==> config.mk <==
export PLATFORM = sky130hd
export DESIGN_NAME = neuron_pipelined
export DESIGN_NICKNAME = d
export VERILOG_FILES = /design/src/rtl/neuron_pipelined.sv
export SDC_FILE = /design/constraint.sdc
export NUM_CORES = 1
export LEC_CHECK = 0
export CELL_PAD_IN_SITES_DETAIL_PLACEMENT = 1
export CELL_PAD_IN_SITES_GLOBAL_PLACEMENT = 1
export CORE_UTILIZATION = 52
export DETAILED_ROUTE_END_ITERATION = 12
export GPL_TIMING_DRIVEN = 0
export PLACE_DENSITY = 0.88
export SKIP_LAST_GASP = 1
export SYNTH_ARGS = -nofsm -noshare
export SYNTH_HDL_FRONTEND = slang
export SYNTH_SLANG_ARGS = --single-unit
==> constraint.sdc <==
create_clock -name clk -period 14.8 [get_ports clk]
set_clock_uncertainty 0.1 [all_clocks]
set_input_delay 2.96 -clock clk [delete_from_list [all_inputs] [get_ports clk]]
set_output_delay 2.96 -clock clk [all_outputs]
set_load 0.05 [all_outputs]
==> src/rtl/neuron_pipelined.sv <==
`default_nettype none
// ============================================================================
// Module   : neuron_pipelined
// Purpose  : Single neuron, dot product of N_INPUTS signed pairs plus bias,
//            with 1-cycle multiply pipeline and optional ReLU.
//            Define NEURON_SAT_EN to saturate the output, otherwise it wraps.
// Revision : 1.0 - initial release
// ============================================================================
module neuron_pipelined #(
    parameter int N_INPUTS   = 4,
    parameter int DATA_W     = 16,
    parameter int WEIGHT_W   = 16,
    parameter int BIAS_W     = 16,
    parameter int OUT_W      = 24,
    parameter int FRAC_SHIFT = 0
) (
    input  logic                       clk,
    input  logic                       rst,
    input  logic                       start,
    input  logic                       act_sel,
    input  logic signed [BIAS_W-1:0]   bias,
    input  logic                       in_valid,
    output logic                       in_ready,
    input  logic signed [DATA_W-1:0]   in_data,
    input  logic signed [WEIGHT_W-1:0] in_weight,
    input  logic                       in_last,
    output logic                       out_valid,
    input  logic                       out_ready,
    output logic signed [OUT_W-1:0]    out_data,
    output logic                       err_len
);

    localparam int ACC_W   = DATA_W + WEIGHT_W + $clog2(N_INPUTS) + 1;
    localparam int PROD_W  = DATA_W + WEIGHT_W;
    localparam int c_cnt_w = $clog2(N_INPUTS + 1);
    localparam logic [c_cnt_w-1:0] c_cnt_max  = c_cnt_w'(N_INPUTS);
    localparam logic [c_cnt_w-1:0] c_cnt_last = c_cnt_w'(N_INPUTS - 1);

    typedef enum logic [2:0] {
        IDLE  = 3'd0,
        ACC   = 3'd1,
        DRAIN = 3'd2,
        BIAS  = 3'd3,
        ACT   = 3'd4,
        HOLD  = 3'd5
    } state_t;

    state_t                      r_state;
    logic signed [ACC_W-1:0]     r_acc;
    logic signed [PROD_W-1:0]    r_prod;
    logic                        r_prod_vld;
    logic [c_cnt_w-1:0]          r_cnt;
    logic                        r_act_sel;
    logic signed [BIAS_W-1:0]    r_bias;
    logic                        r_err;
    logic                        r_in_ready;
    logic                        r_out_valid;
    logic signed [OUT_W-1:0]     r_out_data;

    logic signed [ACC_W-1:0]     w_prod_ext;
    logic signed [ACC_W-1:0]     w_bias_ext;
    logic signed [ACC_W-1:0]     w_shifted;
    logic signed [ACC_W-1:0]     w_act;
    logic signed [OUT_W-1:0]     w_narrow;

    assign w_prod_ext = ACC_W'(r_prod);
    assign w_bias_ext = ACC_W'(r_bias);
    assign w_shifted  = r_acc >>> FRAC_SHIFT;
    assign w_act      = (r_act_sel && w_shifted[ACC_W-1]) ? '0 : w_shifted;

    generate
        if (OUT_W >= ACC_W) begin : g_wide
            assign w_narrow = OUT_W'(w_act);
        end else begin : g_narrow
`ifdef NEURON_SAT_EN
            localparam bit c_sat_en = 1'b1;
`else
            localparam bit c_sat_en = 1'b0;
`endif
            logic [ACC_W-OUT_W:0] w_top;
            logic                 w_in_range;
            logic [OUT_W-1:0]     w_clamp;

            // Value fits when all bits from the output sign bit upward agree.
            assign w_top      = w_act[ACC_W-1:OUT_W-1];
            assign w_in_range = (&w_top) || (~|w_top);
            assign w_clamp    = w_act[ACC_W-1] ? {1'b1, {(OUT_W-1){1'b0}}}
                                               : {1'b0, {(OUT_W-1){1'b1}}};
            assign w_narrow   = (c_sat_en && !w_in_range) ? w_clamp
                                                          : w_act[OUT_W-1:0];
        end
    endgenerate

    always_ff @(posedge clk) begin
        if (rst) begin
            r_state     <= IDLE;
            r_acc       <= '0;
            r_prod      <= '0;
            r_prod_vld  <= 1'b0;
            r_cnt       <= '0;
            r_act_sel   <= 1'b0;
            r_bias      <= '0;
            r_err       <= 1'b0;
            r_in_ready  <= 1'b0;
            r_out_valid <= 1'b0;
            r_out_data  <= '0;
        end else begin
            case (r_state)
                IDLE: begin
                    if (start) begin
                        r_act_sel  <= act_sel;
                        r_bias     <= bias;
                        r_acc      <= '0;
                        r_cnt      <= '0;
                        r_prod_vld <= 1'b0;
                        r_err      <= 1'b0;
                        r_in_ready <= 1'b1;
                        r_state    <= ACC;
                    end
                end
                ACC: begin
                    if (r_prod_vld) begin
                        r_acc <= r_acc + w_prod_ext;
                    end
                    if (in_valid) begin
                        r_prod     <= in_data * in_weight;
                        r_prod_vld <= 1'b1;
                        if (r_cnt != c_cnt_max) begin
                            r_cnt <= r_cnt + c_cnt_w'(1);
                        end
                        if (in_last || (r_cnt == c_cnt_last)) begin
                            r_err      <= (r_cnt != c_cnt_last);
                            r_in_ready <= 1'b0;
                            r_state    <= DRAIN;
                        end
                    end else begin
                        r_prod_vld <= 1'b0;
                    end
                end
                DRAIN: begin
                    if (r_prod_vld) begin
                        r_acc <= r_acc + w_prod_ext;
                    end
                    r_prod_vld <= 1'b0;
                    r_state    <= BIAS;
                end
                BIAS: begin
                    r_acc   <= r_acc + w_bias_ext;
                    r_state <= ACT;
                end
                ACT: begin
                    r_out_data  <= w_narrow;
                    r_out_valid <= 1'b1;
                    r_state     <= HOLD;
                end
                HOLD: begin
                    if (out_ready) begin
                        r_out_valid <= 1'b0;
                        r_state     <= IDLE;
                    end
                end
                default: begin
                    r_state <= IDLE;
                end
            endcase
        end
    end

    assign in_ready  = r_in_ready;
    assign out_valid = r_out_valid;
    assign out_data  = r_out_data;
    assign err_len   = r_err;

endmodule
`default_nettype wire
==> impl_metrics.env <==
export IMPL_synth_edff_count=0
export IMPL_drive_gt1_share_pct=1.99
export IMPL_n_fill_cell=3618
export IMPL_cts_sinks=118
export IMPL_synth_fp_nets=2339
export IMPL_synth_most_common_cell="nand2_1"
export IMPL_die_y_um=177
export IMPL_fin_util_pct=59.8
export IMPL_fin_nets=2439
export IMPL_grt_max_degree=17
export IMPL_drc_errors=0
export IMPL_syn_area_mm2=0.0160
export IMPL_antennaDiodeCount=0
export IMPL_path_class="in -> reg"
export IMPL_synth_area_leaders="fa_1, dfxtp_1, ha_1, nand2_1, inv_1"
export IMPL_grt_setup_unrepaired="false"
export IMPL_synth_flop_cell="dfxtp_1"
export IMPL_initial_core_util_pct=53.4
export IMPL_wl_per_cell_um=23.0
export IMPL_hold_violations=0
export IMPL_drtPass1Iterations=5
export IMPL_io_buffers=81
export IMPL_insertion_delay_ns=0.43
export IMPL_core_mm2=0.0300
export IMPL_io_pins=82
export IMPL_netlist_instances=1902
export IMPL_cts_buffers_inserted=17
export IMPL_grt_pass1_wl_um=87600
export IMPL_overflow=0
export IMPL_max_freq_ghz=0.0964
export IMPL_drtAntennaViolNets=0
export IMPL_viasPerCell=5.91
export IMPL_drt_total_wl_um=55400
export IMPL_syn_to_final_growth_pct=12.1
export IMPL_ys_types=60
export IMPL_synth_top_area_share_pct=32.9
export IMPL_period_needed_ns=10.38
export IMPL_hold_path_class="reg -> reg"
export IMPL_grt_pass1_vias=16200
export IMPL_finalSetupViolations=0
export IMPL_fin_crit_sh_pct=70.1
export IMPL_gp_congestion=0.911
export IMPL_drv_slew=0
export IMPL_maxCapViolCount=0
export IMPL_fp_row_count=63
export IMPL_slowest_delay_ns=0.76
export IMPL_netlist_top_cells_count="nand2_1, inv_1, fa_1, a21oi_1, ha_1"
export IMPL_yosys_warnings=0
export IMPL_fin_tns_setup_ns=0
export IMPL_cp_data_arrival_time_ns=10.62
export IMPL_cp_max_fo=10
export IMPL_postCtsHoldBufs=0
export IMPL_cp_common_cell="fa_1"
export IMPL_regArea_mm2=0.00236
export IMPL_track_usage_pct=37.1
export IMPL_drt_iter0_drc=912
export IMPL_multi_input_area_mm2=0.0121
export IMPL_syn_area_per_cell_um2=8.41
export IMPL_async_flop_share_pct=0
export IMPL_die_area_mm2=0.0315
export IMPL_vias=14200
export IMPL_ys_seq_elements=118
export IMPL_antenna_found_initial=1
export IMPL_slowest_stage="clkdlybuf4s50_1"
export IMPL_clk_pin_slew_ns=0.06
export IMPL_root_buffer="clkbuf_16"
export IMPL_worst_pin_slew_ns=1.09
export IMPL_cts_tree="built"
export IMPL_dpl_hpwl_um=45300
export IMPL_clk_path_buf_depth=2
export IMPL_die_x_um=177
export IMPL_post_cts_buffers=0
export IMPL_h_tree_depth=4
export IMPL_seq_area_frac_synth_pct=14.8
export IMPL_maxSlewHeadroom_pct=26.7
export IMPL_status="completed"
export IMPL_start_kind="input port"
export IMPL_required_ns=15.05
export IMPL_end_kind="flop"
export IMPL_synth_largest_area_cell="fa_1"
export IMPL_ctsResizeCount=0
layout make-up:
cell class | count | share of cell area [%]
Multi-Input combinational cell | 1384 | 67.7
Sequential cell | 118 | 13.2
Inverter | 323 | 6.77
Timing Repair Buffer | 81 | 4.52
Tap cell | 390 | 2.72
Clock buffer | 20 | 2.49
Buffer | 77 | 1.62
Clock inverter | 12 | 0.985
worst max-delay path, delay by kind of cell:
family | cells | cell delay (ns)
muxes | 1 | 0.37
adders and majority gates | 7 | 3.43
AOI/OAI and AO/OA | 9 | 2.00
buffers and inverters | 7 | 1.69
and+or+nand+nor | 1 | 0.17
sequential cells by signal (all words and copies together) (netlist names):
name and flops:
out_data 24, r_state 3, r_act_sel 1, r_cnt 3
in_ready 1, err_len 1, r_prod_vld 1, r_acc 35
out_valid 1, r_bias 16, r_prod 32
layer usage:
metal	GRT usage (%)	vias up	part of all wire, %
li1	-	6182	-
met1	42.1	7205	37
met3	6.13	225	6.6
met5	0	-	0
met2	66.9	605	51
met4	18.5	0	5.2
through the flow:
step	cell area (um^2)	hold WS (ns)	worst slack, ns	instances
detailed placement	17300	0.346	4.03	2373
floorplan	16000	0.332	5.92	1902
global route	17900	0.372	4.13	2405
finish	17900	0.354	4.42	2405
CTS	17900	0.355	4.48	2405
global placement	17300	0.339	4.29	2373
placed cells by master (no fill, tap or decap), types with 6 or more instances in the layout:
cell | netlist | routed
clkdlybuf4s50_1 | 0 | 81
o21bai_1 | 12 | 12
a21oi_1 | 123 | 123
a211oi_1 | 9 | 9
xor2_1 | 13 | 13
o21a_1 | 8 | 8
clkbuf_1 | 74 | 76
clkbuf_16 | 0 | 17
inv_1 | 322 | 322
xnor2_1 | 45 | 45
o21ai_0 | 38 | 38
nand2_1 | 345 | 345
ha_1 | 119 | 119
a22oi_1 | 17 | 17
nand3_1 | 43 | 43
and2_1 | 118 | 118
dfxtp_1 | 118 | 118
fa_1 | 263 | 263
nand2b_1 | 16 | 16
nor2_1 | 68 | 68
or3_1 | 6 | 6
a21o_1 | 37 | 37
nor3_1 | 16 | 16
a31oi_1 | 6 | 6
nand3b_1 | 7 | 7
cell families after synthesis:
kind of cell | share of synthesized area (%)
flip-flops | 14.8
AND/OR/NAND/NOR | 18.8
XOR/XNOR | 3.18
adder cells (fa/ha/maj) | 42.2
buffers and inverters | 9.40
multiplexers | 0.258
AO/OA/AOI/OAI | 11.3
worst paths after layout:
path / to / slack (ns) / cells past startpoint / startpoint
hold / removal: out_data[22]$_SDFFE_PP0P_ / 0.35 / 2 / out_data[22]$_SDFFE_PP0P_
setup / recovery: r_prod[30]$_SDFFE_PP0P_ / 4.42 / 25 / in_data[7]
setup reg to reg: r_acc[34]$_SDFFE_PP0P_ / 9.53 / 18 / r_state[2]$_SDFFE_PP0P_
hold reg to reg: out_data[22]$_SDFFE_PP0P_ / 0.35 / 2 / out_data[22]$_SDFFE_PP0P_
Power is not shown: default switching activity piles up to over one toggle a cycle in this logic, so the estimate is an artifact.
